`config.mk`:
```
export PLATFORM = sky130hd
export DESIGN_NAME = alu_mem_responder
export DESIGN_NICKNAME = d
export VERILOG_FILES = /design/src/rtl/alu_mem_responder.sv
export SDC_FILE = /design/constraint.sdc
export NUM_CORES = 1
export LEC_CHECK = 0
export CAP_MARGIN = 20
export CORE_MARGIN = 2
export CORE_UTILIZATION = 64
export CTS_BUF_LIST = sky130_fd_sc_hd__clkbuf_16
export DETAILED_ROUTE_END_ITERATION = 10
export DONT_BUFFER_PORTS = 1
export PLACE_DENSITY = 0.88
export SYNTH_ARGS = -nofsm -noshare
export SYNTH_HDL_FRONTEND = slang
export SYNTH_SLANG_ARGS = --single-unit
```
`constraint.sdc`:
```
create_clock -name CLK -period 2.3 [get_ports CLK]
set_clock_uncertainty 0.1 [all_clocks]
set_input_delay 0.345 -clock CLK [delete_from_list [all_inputs] [get_ports CLK]]
set_output_delay 0.345 -clock CLK [all_outputs]
set_load 0.05 [all_outputs]
```
`src/rtl/alu_mem_responder.sv`:
```
// alu_mem_responder: synthesizable memory model for the ALU MEM operand path.
// A request is accepted in IDLE, the addressed word is captured, and after a
// clamped delay the word is presented until the initiator acknowledges it.
//
// Handshakes:
//   - Request: a request is taken when REQ=1 at a rising edge while REQ_RDY=1.
//     REQ_RDY is high only in IDLE and never looks at REQ combinationally.
//   - Response: RSP_VLD stays high with RSP_DATA stable until RSP_ACK=1 at an edge.
//   - RSP_ACK while RSP_VLD=0 has no effect.
module alu_mem_responder #(
    parameter int DATA_WIDTH = 8,
    parameter int ADDR_WIDTH = 4,
    parameter int DELAY_MIN  = 1,
    parameter int DELAY_MAX  = 4,
    parameter int CNT_WIDTH  = 16
) (
    input  logic                  CLK,
    input  logic                  RST,
    input  logic                  REQ,
    input  logic [ADDR_WIDTH-1:0] REQ_ADDR,
    output logic                  REQ_RDY,
    input  logic [2:0]            CFG_DELAY,
    output logic [DATA_WIDTH-1:0] RSP_DATA,
    output logic                  RSP_VLD,
    input  logic                  RSP_ACK,
    input  logic                  WR_EN,
    input  logic [ADDR_WIDTH-1:0] WR_ADDR,
    input  logic [DATA_WIDTH-1:0] WR_DATA,
    output logic [CNT_WIDTH-1:0]  RSP_CNT
);

    localparam int DEPTH = 2 ** ADDR_WIDTH;
    localparam logic [2:0] DLY_MIN = 3'(DELAY_MIN);
    localparam logic [2:0] DLY_MAX = 3'(DELAY_MAX);

    typedef enum logic [1:0] {
        S_IDLE = 2'd0,
        S_WAIT = 2'd1,
        S_RESP = 2'd2
    } state_t;

    state_t                state_q, state_d;
    logic [2:0]            dly_q, dly_d;
    logic [DATA_WIDTH-1:0] data_q, data_d;
    logic [CNT_WIDTH-1:0]  cnt_q, cnt_d;
    logic [DATA_WIDTH-1:0] mem_q [DEPTH];
    logic [2:0]            eff_delay;

    // Clamp the requested delay into the supported window.
    always_comb begin
        eff_delay = CFG_DELAY;
        if (CFG_DELAY < DLY_MIN) begin
            eff_delay = DLY_MIN;
        end else if (CFG_DELAY > DLY_MAX) begin
            eff_delay = DLY_MAX;
        end
    end

    // Next-state logic: accept, count down the delay, hold until ack.
    always_comb begin
        state_d = state_q;
        dly_d   = dly_q;
        data_d  = data_q;
        cnt_d   = cnt_q;
        case (state_q)
            S_IDLE: begin
                if (REQ) begin
                    // mem_q holds the pre-edge contents, so a same-edge
                    // write to this address is not visible here.
                    data_d  = mem_q[REQ_ADDR];
                    dly_d   = eff_delay;
                    state_d = S_WAIT;
                end
            end
            S_WAIT: begin
                if (dly_q == 3'd1) begin
                    dly_d   = 3'd0;
                    state_d = S_RESP;
                end else begin
                    dly_d = dly_q - 3'd1;
                end
            end
            S_RESP: begin
                if (RSP_ACK) begin
                    state_d = S_IDLE;
                    if (cnt_q != {CNT_WIDTH{1'b1}}) begin
                        cnt_d = cnt_q + CNT_WIDTH'(1);
                    end
                end
            end
            default: begin
                state_d = S_IDLE;
            end
        endcase
    end

    // Control and datapath registers.
    always_ff @(posedge CLK) begin
        if (RST) begin
            state_q <= S_IDLE;
            dly_q   <= '0;
            data_q  <= '0;
            cnt_q   <= '0;
        end else begin
            state_q <= state_d;
            dly_q   <= dly_d;
            data_q  <= data_d;
            cnt_q   <= cnt_d;
        end
    end

    // Operand table: cleared by reset, preloaded through the write port.
    always_ff @(posedge CLK) begin
        if (RST) begin
            for (int i = 0; i < DEPTH; i++) begin
                mem_q[i] <= '0;
            end
        end else if (WR_EN) begin
            mem_q[WR_ADDR] <= WR_DATA;
        end
    end

    assign REQ_RDY  = (state_q == S_IDLE);
    assign RSP_VLD  = (state_q == S_RESP);
    assign RSP_DATA = (state_q == S_RESP) ? data_q : '0;
    assign RSP_CNT  = cnt_q;

endmodule

```
==> run_results.csv <==
group,metric,value,unit
layout,drive_above_1_share,17.07,%
synthesis,avgSynthCellArea,12.78,sq um
critical_path,slowest_stage,"dfxtp_1",
grt,grt.total_usage,27.37,%
status,status,"completed",
floorplanning,rows,39,
timing,setup_viol,0,
synthesis,syn_inst,583,
power_and_ir_drop,p_leak,0.003098,uW
timing,relSlewSlack,40.37,%
power_and_ir_drop,total_power,6466,uW
critical_path,regToRegSetupSlack,0.33,ns
floorplanning,start_util,65.53,%
layout,areaGrowthSynthToFinish,13.97,%
timing,rsz0062_at_grt,"false",
clocking,clk_latency,0.43,ns
floorplanning,die_w,111.9,microns
timing,setup_slack,0.2508,ns
synthesis,synth_fp_nets,610,
clocking,cts-htree-levels,4,
critical_path,critPathArrivalTime,1.60,ns
synthesis,synth_area,7451,sq um
placed_design,hpwlAfterDp,10650,microns
detailed_routing,antenna_left,0,
grt,grt_max_degree,45,
run,max-cap-violations,0,
floorplanning,core_area,11370,sq um
synthesis,ys_seq_area_share,59.38,%
layout,layout_commonest_cell,"and2_1",
timing,final.setup.tns,0,ns
clocking,cts_tree,"yes",
grt,grt_overflow,0,
clocking,clockRootBuffer,"clkbuf_16",
grt,grt_pass1_vias,4911,
timing,max_freq,488.0,MHz
critical_path,crit_path_cell_trace,"nor2b_2 -> and2_1 -> buf_12",
detailed_routing,drt-pass1-iter-count,5,
placed_design,portBuffers,0,
timing,tightest_slew,0.8926,ns
critical_path,cp_data_required_time,1.86,ns
layout,antenna_cells,0,
power_and_ir_drop,peakVddDrop,0.7689,mV
layout,nFillCells,697,
detailed_routing,num_vias,4827,
clocking,cts_setup_buffers,0,
synthesis,ys.flop_type,"edfxtp_1",
timing,slew_violations,0,
floorplanning,die-height,111.9,microns
synthesis,ys_ff_latch,157,
layout,final_cell_mix,"and2_1, edfxtp_1, buf_4, dfxtp_1, nor2_1",
critical_path,crit_type,"register to output pin",
placed_design,pre_cts_slack,0.2745,ns
hold_path,hold_path_class,"input port to register",
critical_path,critPathMaxStageDelay,0.39,ns
floorplanning,dieArea,12520,sq um
detailed_routing,wl,16530,microns
detailed_routing,drc_errors,0,
grt,grt_pass1_wl,25610,microns
synthesis,synth.distinct_cells,54,
synthesis,synthArstFlopShare,0,%
clocking,cts_sinks,157,
grt,antenna_found_initial,0,
placed_design,place.gp.congestion,0.8759,
layout,nets,642,
detailed_routing,drt_iter0_drc,541,
timing,post-route-min-period,2.049,ns
critical_path,cp-end-kind,"output pin",
synthesis,yosysWarnings,0,
synthesis,synth_edf_count,128,
power_and_ir_drop,p_per_area,761.5,nW/um^2
timing,period_share,89.10,%
clocking,clockBufferDepth,2,
critical_path,path_max_fanout,11,
floorplanning,io-pin-count,50,
critical_path,critPathLaunchType,"register",
clocking,path_clk_slew,0.06,ns
timing,hold_violations,0,
clocking,cts_made_buffers,17,
detailed_routing,routedWlPerCell,21.47,microns
detailed_routing,viasPerCell,6.269,
==> flip-flops by register name, summed over array words and instances, names as in the netlist <==
name     cells
RSP_CNT     16
mem_q      128
data_q       8
dly_q        3
state_q      2
==> what timing repair did <==
action	in CTS	in global routing
gates resized for setup	0	1
endpoints found under the setup margin	0	8
hold buffers	2	0
hold endpoints to repair	17	0
==> kinds of logic (layout without fill, tap and decap cells) <==
logic type,after synthesis,in the layout,share of synthesized area (%)
simple gates,279,279,22.30
flops,157,157,59.38
mux,54,54,10.83
compound gates,51,51,4.400
buf+inv,39,83,2.586
fa+ha+maj,3,3,0.5038
==> power by group <==
| part | leakage, uW | switching, uW | internal [uW] |
|---|---|---|---|
| clock | 0.000304 | 1060 | 1770 |
| combinational | 0.00134 | 188 | 165 |
| sequential | 0.00146 | 58.7 | 3220 |
| total | 0.00310 | 1300 | 5160 |
==> routing by layer <==
| metal | global-route usage (%) | share of wire [%] | vias up | wire length [microns] |
|---|---|---|---|---|
| met5 | 0 | 0 | - | 0 |
| met4 | 12.51 | 2.3 | 0 | 384 |
| met3 | 6.369 | 7.2 | 37 | 1189 |
| met2 | 45.98 | 52 | 216 | 8590 |
| met1 | 34.02 | 39 | 2377 | 6365 |
| li1 | - | - | 2197 | - |
==> cell usage after synthesis (all sizes together), types with 6 or more instances <==
master  count  area [sq um]
mux4       19         446.7
o31ai       6         45.04
clkbuf     18         71.32
mux2i      27         270.3
nor2b      14         87.58
inv         8         30.03
nor3        8         45.04
mux2        8         90.08
a211oi      9         67.56
nand3       6         35.03
dfxtp      29         580.6
a22oi       8         60.06
nand2      25         93.84
and2      136         850.8
nor4        6         43.79
a21oi      12         60.06
or2        17         106.4
nand4      12         75.07
nor2       28         105.1
o21ai      11         55.05
buf        13         91.32
edfxtp    128          3844
==> stage by stage <==
| step | hold slack [ns] | area [sq um] | utilization [%] | instances |
|---|---|---|---|---|
| after floorplan | 0.3149 | 7451 | - | 583 |
| after global placement | 0.3217 | 7883 | 69.33 | 737 |
| after detailed placement | 0.3227 | 7883 | 69.33 | 737 |
| after CTS | 0.005232 | 8489 | 74.67 | 770 |
| after global routing | 0.003794 | 8492 | 74.69 | 770 |
| final | 0.009782 | 8492 | 74.69 | 770 |
==> cell type report <==
type                            count  area (sq um)  area share, %
Clock buffer                       17         425.4          5.010
Clock inverter                     14         161.4          1.901
Inverter                            8         30.03         0.3536
Multi-Input combinational cell    387          2836          33.40
Sequential cell                   157          4424          52.10
Tap cell                          143         178.9          2.107
Timing Repair Buffer               44         435.4          5.127
==> worst max-delay path, delay by kind of cell, from the launching register on <==
family        cells  cell delay, ns
simple gates      2            0.63
buf+inv           1            0.15
flops             1            0.39
==> path summary, 6_finish.rpt <==
path / start / end / cells after the start
setup / recovery: state_q[1]$_SDFFE_PP0P_ / RSP_DATA[4] / 3
hold / removal: WR_DATA[4] / mem_q[11][4]$_SDFFCE_PN0P_ / 1
setup reg to reg: state_q[0]$_SDFFE_PP0P_ / RSP_CNT[11]$_SDFFE_PP0P_ / 4
hold reg to reg: data_q[2]$_SDFFE_PP0P_ / data_q[2]$_SDFFE_PP0P_ / 2
No activity file was read; power rests on OpenSTA's default activity.
